[src/rtl/bcp_clause_feeder.sv]
// Clause feeder for the BCP checker: scans clause memory, packs literals against the
// current assignment, turns unit results into queued implications and flags conflicts.

module bcp_slot_pack #(
  parameter  int NUM_VARS = 16,
  localparam int VAR_W    = $clog2(NUM_VARS)
) (
  input  logic [VAR_W-1:0]    var_idx,
  input  logic                pol,
  input  logic                in_size,
  input  logic [NUM_VARS-1:0] asg_def,
  input  logic [NUM_VARS-1:0] asg_val,
  output logic                assigned,
  output logic                value
);
  // Unassigned and padding slots take ~pol so they can never read as a true literal.
  assign assigned = in_size ? asg_def[var_idx] : 1'b1;
  assign value    = (in_size && asg_def[var_idx]) ? asg_val[var_idx] : ~pol;
endmodule

module bcp_clause_feeder #(
  parameter  int NUM_VARS   = 16,
  parameter  int ADDR_W     = 8,
  parameter  int FIFO_DEPTH = 4,
  localparam int VAR_W      = $clog2(NUM_VARS),
  localparam int RD_W       = 6 + 4*VAR_W
) (
  input  logic                clk,
  input  logic                rst,
  input  logic                start,
  input  logic [ADDR_W:0]     num_clauses,
  input  logic [NUM_VARS-1:0] asg_def,
  input  logic [NUM_VARS-1:0] asg_val,
  output logic                mem_en,
  output logic [ADDR_W-1:0]   mem_addr,
  input  logic [RD_W-1:0]     mem_rdata,
  output logic [7:0]          clause,
  output logic [7:0]          clause_type,
  output logic [3:0]          clause_odd,
  input  logic [3:0]          unit_clause,
  output logic                imp_valid,
  input  logic                imp_ready,
  output logic [VAR_W-1:0]    imp_var,
  output logic                imp_val,
  output logic                busy,
  output logic                done,
  output logic                conflict,
  output logic [ADDR_W-1:0]   conflict_clause
);
  localparam int PW  = (FIFO_DEPTH > 1) ? $clog2(FIFO_DEPTH) : 1;
  localparam int CW  = $clog2(FIFO_DEPTH + 1);
  localparam int OCW = CW + 2;

  typedef enum logic [1:0] {IDLE, SCAN, DRAIN, DONE} state_t;
  state_t state_q, state_d;

  logic [ADDR_W-1:0] idx_q;
  logic [ADDR_W:0]   nc_q;

  // vld_pipe[n] tags the clause sitting n cycles after its issue.
  logic [3:1]        vld_pipe;
  logic [ADDR_W-1:0] k1, k2, k3;
  logic [7:0]        clause2, type2;
  logic [3:0]        odd2, val2;
  logic [3:0][VAR_W-1:0] vars2, vars3;
  logic [3:0]        pol3;
  logic              conf3;

  logic [FIFO_DEPTH-1:0][VAR_W:0] fifo_q;
  logic [PW-1:0]     wp, rp;
  logic [CW-1:0]     fifo_cnt;

  logic [3:0][VAR_W-1:0] rd_var;
  logic [3:0]        rd_pol, pk_odd, pk_val, in_size;
  logic [1:0]        rd_sz;
  logic [7:0]        pk_clause;
  logic [OCW-1:0]    occ;
  logic              issue, last_issue, conf_hit, conf_c, push, pop;
  logic [1:0]        uj;

  assign rd_var = mem_rdata[4*VAR_W-1:0];
  assign rd_pol = mem_rdata[4*VAR_W +: 4];
  assign rd_sz  = mem_rdata[RD_W-1 -: 2];

  for (genvar i = 0; i < 4; i++) begin : g_slot
    assign in_size[i] = (2'(i) <= rd_sz);
    bcp_slot_pack #(.NUM_VARS(NUM_VARS)) u_pack (
      .var_idx (rd_var[i]),
      .pol     (rd_pol[i]),
      .in_size (in_size[i]),
      .asg_def (asg_def),
      .asg_val (asg_val),
      .assigned(pk_odd[i]),
      .value   (pk_val[i])
    );
    assign pk_clause[2*i+1] = pk_odd[i];
    assign pk_clause[2*i]   = pk_val[i];
  end

  // Padding slots are assigned and false, so only real literals decide the conflict.
  assign conf_c   = (&odd2) && ((val2 ^ type2[3:0]) == 4'hF);
  assign conf_hit = vld_pipe[3] && conf3;
  assign push     = vld_pipe[3] && !conf3 && (unit_clause != 4'h0);
  assign imp_valid = (fifo_cnt != '0);
  assign pop      = imp_valid && imp_ready;

  // Every clause in flight may still push, so it holds a FIFO credit until it retires.
  assign occ   = OCW'(fifo_cnt) + OCW'(vld_pipe[1]) + OCW'(vld_pipe[2]) + OCW'(vld_pipe[3]);
  assign issue = (state_q == SCAN) && !conf_hit && (occ < OCW'(FIFO_DEPTH));
  assign last_issue = issue && ({1'b0, idx_q} == nc_q - (ADDR_W+1)'(1));

  always_comb begin
    uj = 2'd0;
    for (int i = 3; i >= 0; i--)
      if (unit_clause[i]) uj = 2'(i);
  end

  always_comb begin
    state_d = state_q;
    case (state_q)
      IDLE:    if (start) state_d = (num_clauses == '0) ? DONE : SCAN;
      SCAN:    if (conf_hit) state_d = DONE;
               else if (last_issue) state_d = DRAIN;
      DRAIN:   if (conf_hit || (vld_pipe == '0 && fifo_cnt == '0)) state_d = DONE;
      DONE:    state_d = IDLE;
      default: state_d = IDLE;
    endcase
  end

  always_ff @(posedge clk) begin
    if (rst) begin
      state_q         <= IDLE;
      idx_q           <= '0;
      nc_q            <= '0;
      conflict        <= 1'b0;
      conflict_clause <= '0;
    end else begin
      state_q <= state_d;
      if (state_q == IDLE && start) begin
        nc_q            <= num_clauses;
        idx_q           <= '0;
        conflict        <= 1'b0;
        conflict_clause <= '0;
      end else if (issue) begin
        idx_q <= idx_q + ADDR_W'(1);
      end
      if (conf_hit) begin
        conflict        <= 1'b1;
        conflict_clause <= k3;
      end
    end
  end

  always_ff @(posedge clk) begin
    if (rst) begin
      vld_pipe <= '0;
      k1 <= '0; k2 <= '0; k3 <= '0;
      clause2 <= '0; type2 <= 8'hC0; odd2 <= 4'hF; val2 <= '0;
      vars2 <= '0; vars3 <= '0; pol3 <= '0; conf3 <= 1'b0;
    end else begin
      vld_pipe <= conf_hit ? 3'b000 : {vld_pipe[2:1], issue};
      k1 <= idx_q;
      if (vld_pipe[1]) begin
        k2      <= k1;
        clause2 <= pk_clause;
        type2   <= {rd_sz, 2'b00, rd_pol};
        odd2    <= pk_odd;
        val2    <= pk_val;
        vars2   <= rd_var;
      end
      if (vld_pipe[2]) begin
        k3    <= k2;
        vars3 <= vars2;
        pol3  <= type2[3:0];
        conf3 <= conf_c;
      end
    end
  end

  function automatic logic [PW-1:0] ptr_inc(input logic [PW-1:0] p);
    return (p == PW'(FIFO_DEPTH - 1)) ? '0 : p + PW'(1);
  endfunction

  always_ff @(posedge clk) begin
    if (rst || conf_hit) begin
      fifo_q   <= '0;
      wp       <= '0;
      rp       <= '0;
      fifo_cnt <= '0;
    end else begin
      if (push) begin
        fifo_q[wp] <= {vars3[uj], pol3[uj]};
        wp         <= ptr_inc(wp);
      end
      if (pop) rp <= ptr_inc(rp);
      case ({push, pop})
        2'b10:   fifo_cnt <= fifo_cnt + CW'(1);
        2'b01:   fifo_cnt <= fifo_cnt - CW'(1);
        default: fifo_cnt <= fifo_cnt;
      endcase
    end
  end

  assign mem_en      = issue;
  assign mem_addr    = idx_q;
  assign clause      = vld_pipe[2] ? clause2 : 8'h00;
  assign clause_type = vld_pipe[2] ? type2   : 8'hC0;
  assign clause_odd  = vld_pipe[2] ? odd2    : 4'hF;
  assign imp_var     = fifo_q[rp][VAR_W:1];
  assign imp_val     = fifo_q[rp][0];
  assign busy        = (state_q == SCAN) || (state_q == DRAIN);
  assign done        = (state_q == DONE);

endmodule

[config.mk]
export PLATFORM = sky130hd
export DESIGN_NAME = bcp_clause_feeder
export DESIGN_NICKNAME = d
export VERILOG_FILES = /design/src/rtl/bcp_clause_feeder.sv
export SDC_FILE = /design/constraint.sdc
export NUM_CORES = 1
export LEC_CHECK = 0
export ABC_CLOCK_PERIOD_IN_PS = 3800
export CAP_MARGIN = 20
export CORE_MARGIN = 2
export CORE_UTILIZATION = 25
export DETAILED_ROUTE_END_ITERATION = 10
export SLEW_MARGIN = 25
export SYNTH_ARGS = -nofsm -noshare
export SYNTH_HDL_FRONTEND = slang
export SYNTH_HIERARCHICAL = 1
export SYNTH_SLANG_ARGS = --single-unit
[constraint.sdc]
create_clock -name clk -period 3.8 [get_ports clk]
set_input_delay 0.76 -clock clk [delete_from_list [all_inputs] [get_ports clk]]
set_output_delay 0.76 -clock clk [all_outputs]
set_load 0.02 [all_outputs]
==> results.yml, run 1 <==
clock_network:
  clk_latency_ps: 420
  cts_max_level: 4
  cts_resized: 0
  cts_tree: "built"
  clk_pin_slew_ps: 50
  root_buffer: "clkbuf_16"
  clkSinkCount: 137
  cts.path.max_buffers: 2
  ctsHoldBuffers: 0
  postCtsSetupBuffers: 0
  numCtsBuffers: 17
floorplanning:
  boundaryPins: 117
  dieWidth_um: 172
  fp.dieH_um: 172
  start_util_pct: 25.3
  die_area_mm2: 0.0295
  row_count: 61
  coreArea_mm2: 0.0278
grt:
  grt_usage_pct: 12.7
  grt_pass1_wl_um: 28800
  gr-total-overflow: 0
  grt_max_degree: 56
  antenna_found_initial: 0
  grt_pass1_vias: 5174
sta:
  worstMarginPinSlew_ps: 654
  final.setup.tns_ps: 0
  finClkSkew_ps: 6.85
  fmax_ghz: 0.286
  slew_violations: 0
  worst_slack_ps: 307
  hold_viol: 0
  post-route-period-util_pct: 91.9
  hold_ws_ps: 455
  period_needed_ps: 3490
  setup_violations: 0
  relSlewSlack_pct: 56.4
  rsz0062_at_grt: "false"
route:
  remaining_drc_errors: 0
  dr.pass1.iters: 4
  wire_per_inst_um: 15.4
  drtIter0Drc: 295
  drt-total-wl_um: 18300
  ant_nets: 0
  via_count: 5446
  vias_per_cell: 4.57
power_and_ir_drop:
  finalPower_mw: 4.05
  power_leakage_nw: 3.19
  power_density_mw_per_mm2: 448
  ir_worst_vdd_v: 0.000346
layout:
  area_growth_pct: 28.5
  layout_common_cells: "dfxtp_1 (135), clkdlybuf4s50_1 (113), nor2_1 (100)"
  fin_util_pct: 32.6
  antenna_cells: 0
  layout.cells.most_common: "dfxtp_1"
  drive_above_1_share_pct: 9.47
  nets: 888
critical_path:
  worstPathRequired_ps: 3040
  reg2regPathDepth: 10
  cp.buffers_inverters: 3
  crit_type: "reg -> out"
  rr_startpoint: "vld_pipe[1]$_SDFF_PP0_"
  critical_path.max_stage_delay_ps: 670
  path_delay_family: "buffers and inverters"
  crit_cells: 7
  worstSetupEndpointType: "output pin"
  slowest_stage: "clkdlybuf4s50_1"
  crit_fanout: 11
  crit_arrival_ps: 2730
  r2r-end: "state_q[1]$_SDFFE_PP0P_"
  r2r_setup_slack_ps: 840
  crit_chain: "inv_2 -> fa_1 -> inv_1 -> ha_1 -> nand3b_1 -> and4_1 -> clkdlybuf4s50_1"
  start_kind: "register"
yosys:
  ys_async_sr_fraction_pct: 0
  syn_area_per_cell_um2: 9.99
  synth_edf_count: 0
  ys_warn_count: 6
  synth_area_leaders: "dfxtp_1 (39%), mux2i_1 (10%), mux4_2 (8.3%)"
  synth_top_area_share_pct: 39.0
  synth-seq-cells: 137
  synthFlopType: "dfxtp_1"
  synth_top_area_cell: "dfxtp_1"
  synth_cell_type_count: 57
  synthesis.instances: 705
  synth_area_mm2: 0.00704
  seq_area_frac_synth_pct: 39.0
min_path:
  worstHoldStart: "fifo_q[18]$_SDFFE_PP0P_"
  hold_depth: 2
  whs_endpoint: "fifo_q[18]$_SDFFE_PP0P_"
  hold_class: "reg -> reg"
run_status:
  outcome: "completed"
placement:
  place_hpwl_um: 13400
  pre_cts_slack_ps: 590
  portBuffers: 114
  gp_congestion: 0.822
flow_run:
  maxCapViolCount: 0
==> worst max-delay path by stage <==
| stage | start | to | slack (ps) |
|---|---|---|---|
| after floorplan | vld_pipe[1]$_SDFF_PP0_ | state_q[1]$_SDFFE_PP0P_ | 480 |
| after global placement | unit_clause[1] | fifo_cnt[2]$_SDFFE_PP0P_ | 570 |
| after detailed placement | unit_clause[1] | fifo_cnt[2]$_SDFFE_PP0P_ | 590 |
| after CTS | vld_pipe[1]$_SDFF_PP0_ | mem_en | 260 |
| after global routing | vld_pipe[1]$_SDFF_PP0_ | mem_en | 170 |
| final | vld_pipe[1]$_SDFF_PP0_ | mem_en | 310 |
==> final cells by class <==
class	count	area [um^2]
clock buffer	19	443
tap	378	473
timing repair buffer	120	1180
fill	2874	18700
sequential	137	2750
inverter	19	71.3
multi-input combinational	505	4030
clock inverter	13	105
==> power breakdown <==
group	leakage (nW)	internal, mW	switching [mW]
Clock	0.268	0.908	0.630
Sequential	1.11	1.54	0.0957
Combinational	1.81	0.428	0.454
Total	3.19	2.87	1.18
==> per-layer routing <==
| layer | part of all wire [%] | wire (um) | vias up | track usage, % |
|---|---|---|---|---|
| met5 | 0 | 0 | - | 0 |
| met1 | 50 | 9180 | 2586 | 18.7 |
| met4 | 1.2 | 219 | 0 | 3.98 |
| met3 | 5.3 | 972 | 16 | 2.76 |
| li1 | - | - | 2686 | - |
| met2 | 43 | 7910 | 158 | 18.3 |
==> state kept, by name (all words and copies together), names as in the netlist, 4 cells and up <==
| name | flops |
|---|---|
| pol3 | 4 |
| type2 | 6 |
| k1 | 8 |
| nc_q | 9 |
| conflict_clause | 8 |
| mem_addr | 8 |
| vars3 | 16 |
| fifo_q | 20 |
| k2 | 8 |
| vars2 | 16 |
| clause2 | 8 |
| odd2 | 4 |
| k3 | 8 |
==> metrics by stage <==
stage / instance area (um^2) / std cells
global placement: 8500 / 1159
CTS: 9050 / 1191
global route: 9050 / 1191
finish: 9050 / 1191
floorplan: 7050 / 708
detailed placement: 8500 / 1159
==> kinds of logic (layout without fill, tap and decap cells) <==
group | after synthesis | in the layout | synth area share [%]
multiplexers | 122 | 122 | 26.7
AO/OA/AOI/OAI | 78 | 78 | 7.00
XOR/XNOR | 22 | 22 | 2.74
AND/OR/NAND/NOR | 261 | 261 | 17.2
buffers and inverters | 66 | 171 | 4.07
adder cells (fa/ha/maj) | 17 | 17 | 3.23
flip-flops | 137 | 137 | 39.0
other | 2 | 5 | 0.107
==> worst reg2reg max path, stage by stage (launching register included) <==
cell      delay (ps)
dfxtp_2          340
inv_2            110
fa_1             440
inv_1             60
ha_1             210
nand3b_1          70
and4_1           400
nand4b_1         150
or4_1            550
o21ai_2          180
mux2_1           330
==> Yosys cell counts, types with 2 or more instances <==
library cell  count
buf_6             4
mux2i_1          71
nand4_1           5
inv_1            14
nand3b_1          2
a211o_1           6
a22oi_1           8
nand2b_1         15
nor2b_1          11
and2_1           20
nand3_1          25
clkbuf_1         32
ha_1             15
buf_4             2
mux4_2           26
conb_1            2
and3_1            2
dfxtp_1         137
nand2_1          63
mux2_2            4
xnor2_1          12
xor2_1           10
nor3_1            5
fa_1              2
o22ai_1           4
mux4_1           20
clkinv_1          4
nor4_1            3
buf_1             8
a21oi_1          47
nor2_1          100
No activity file was read; power rests on OpenSTA's default activity.
==> run 2: changes to the inputs <==
CTS_CLUSTER_SIZE = 10   (was not set)
==> results of run 2 <==
The final DEF is identical to that of run 1; final timing and power are the same.
==> run 3: changes to the inputs <==
RECOVER_POWER = 50   (was not set)
==> run 3 against run 2 <==
The run now ends with max-capacitance violations, max-slew violations left; critical path depth is the same; fmax is essentially flat; first-iteration DRC count down 7.8%; combinational power hardly changed; wire length about the same; power barely moved; sequential power about the same; sequential share of layout area about the same; critical endpoint unchanged; largest cell class unchanged; largest power group unchanged.
==> results.yml, run 3 (synthesis gave the netlist of run 1 again) <==
layout:
  area_growth_pct: 28.4
  layout_common_cells: "dfxtp_1 (135), clkdlybuf4s50_1 (113), nor2_1 (100)"
  antenna_cells: 0
  drive_above_1_share_pct: 9.23
  largest_reg_flops: 20
  fillers: 2875
  layout.cells.most_common: "dfxtp_1"
  multi_input_area_mm2: 0.00402
  reg_top3: "fifo_q x20, vars2 x16, vars3 x16"
  max_flop_register: "fifo_q"
  ff_latch_area_mm2: 0.00275
  fin_util_pct: 32.5
  nets: 888
floorplanning:
  row_count: 61
  dieWidth_um: 172
  start_util_pct: 25.3
  boundaryPins: 117
  fp.dieH_um: 172
  coreArea_mm2: 0.0278
  die_area_mm2: 0.0295
clock_network:
  ctsHoldBuffers: 0
  numCtsBuffers: 17
  postCtsSetupBuffers: 0
  cts_tree: "built"
  root_buffer: "clkbuf_16"
  clk_pin_slew_ps: 50
  cts.path.max_buffers: 2
  cts_max_level: 4
  clk_latency_ps: 420
  clkSinkCount: 137
  cts_resized: 0
grt:
  grt_usage_pct: 12.7
  gr-total-overflow: 0
  grt_max_degree: 56
  grt_pass1_wl_um: 28800
  grt_pass1_vias: 5174
  antenna_found_initial: 0
sta:
  relSlewSlack_pct: -47.9
  fmax_ghz: 0.286
  rsz0062_at_grt: "false"
  worstMarginPinSlew_ps: 2220
  hold_viol: 0
  finClkSkew_ps: 7.28
  final.setup.tns_ps: 0
  setup_violations: 0
  period_needed_ps: 3500
  post-route-period-util_pct: 92.0
  slew_violations: 51
run_status:
  outcome: "finished with violations"
  violations: "max-capacitance violations, max-slew violations"
critical_path:
  worstSetupEndpointType: "output pin"
  worstPathRequired_ps: 3040
  crit_type: "reg -> out"
  start_kind: "register"
  crit_arrival_ps: 2740
  crit_fanout: 11
power_and_ir_drop:
  ir_worst_vdd_v: 0.000344
  power_density_mw_per_mm2: 448
  power_leakage_nw: 3.19
route:
  wire_per_inst_um: 15.4
  drt-total-wl_um: 18300
  remaining_drc_errors: 0
  ant_nets: 0
  via_count: 5494
  vias_per_cell: 4.61
  drtIter0Drc: 272
  dr.pass1.iters: 5
flow_run:
  maxCapViolCount: 1
placement:
  place_hpwl_um: 13400
  portBuffers: 114
  gp_congestion: 0.822
min_path:
  hold_class: "reg -> reg"
[run 3: critical path, stage by stage, from the launching register on]
cell	delay [ps]
dfxtp_2	340
inv_2	110
fa_1	440
inv_1	70
ha_1	220
nand3b_1	80
and4_1	400
clkdlybuf4s50_1	670
[run 3: path summary, 6_finish.rpt]
check	startpoint	to	slack (ps)	depth (start not counted)
hold reg to reg	fifo_q[18]$_SDFFE_PP0P_	fifo_q[18]$_SDFFE_PP0P_	460	2
setup / recovery	vld_pipe[1]$_SDFF_PP0_	mem_en	300	7
hold / removal	fifo_q[18]$_SDFFE_PP0P_	fifo_q[18]$_SDFFE_PP0P_	460	2
setup reg to reg	vld_pipe[1]$_SDFF_PP0_	state_q[1]$_SDFFE_PP0P_	840	10
[run 3: metrics by stage]
step | cell area (um^2) | hold slack [ps] | std cells | worst slack (ps) | power [mW]
after floorplan | 7050 | 433 | 708 | 483 | 2.26
after global placement | 8500 | 442 | 1159 | 569 | 2.54
after detailed placement | 8500 | 450 | 1159 | 590 | 2.55
after CTS | 9050 | 458 | 1191 | 262 | 4.10
after global routing | 9040 | 472 | 1191 | 171 | 4.26
final | 9040 | 455 | 1191 | 305 | 4.05
[run 3: area by class of cell]
cell class                 instances  area share, %
timing repair buffer             120           13.0
multi-input combinational        505           44.5
clock buffer                      19           4.90
tap                              378           5.23
sequential                       137           30.4
clock inverter                    13           1.16
inverter                          19          0.789
[run 3: where the power goes]
part / switching [mW] / internal [mW] / total, mW
logic: 0.454 / 0.427 / 0.881
registers: 0.0958 / 1.54 / 1.63
clock network: 0.629 / 0.908 / 1.54
total: 1.18 / 2.87 / 4.05
[run 3: layer usage]
| layer | up-vias | part of all wire, % | global-route usage, % |
|---|---|---|---|
| met5 | - | 0 | 0 |
| met4 | 0 | 1.2 | 3.98 |
| met3 | 16 | 5.2 | 2.76 |
| met2 | 166 | 43 | 18.3 |
| met1 | 2623 | 50 | 18.7 |
| li1 | 2689 | - | - |
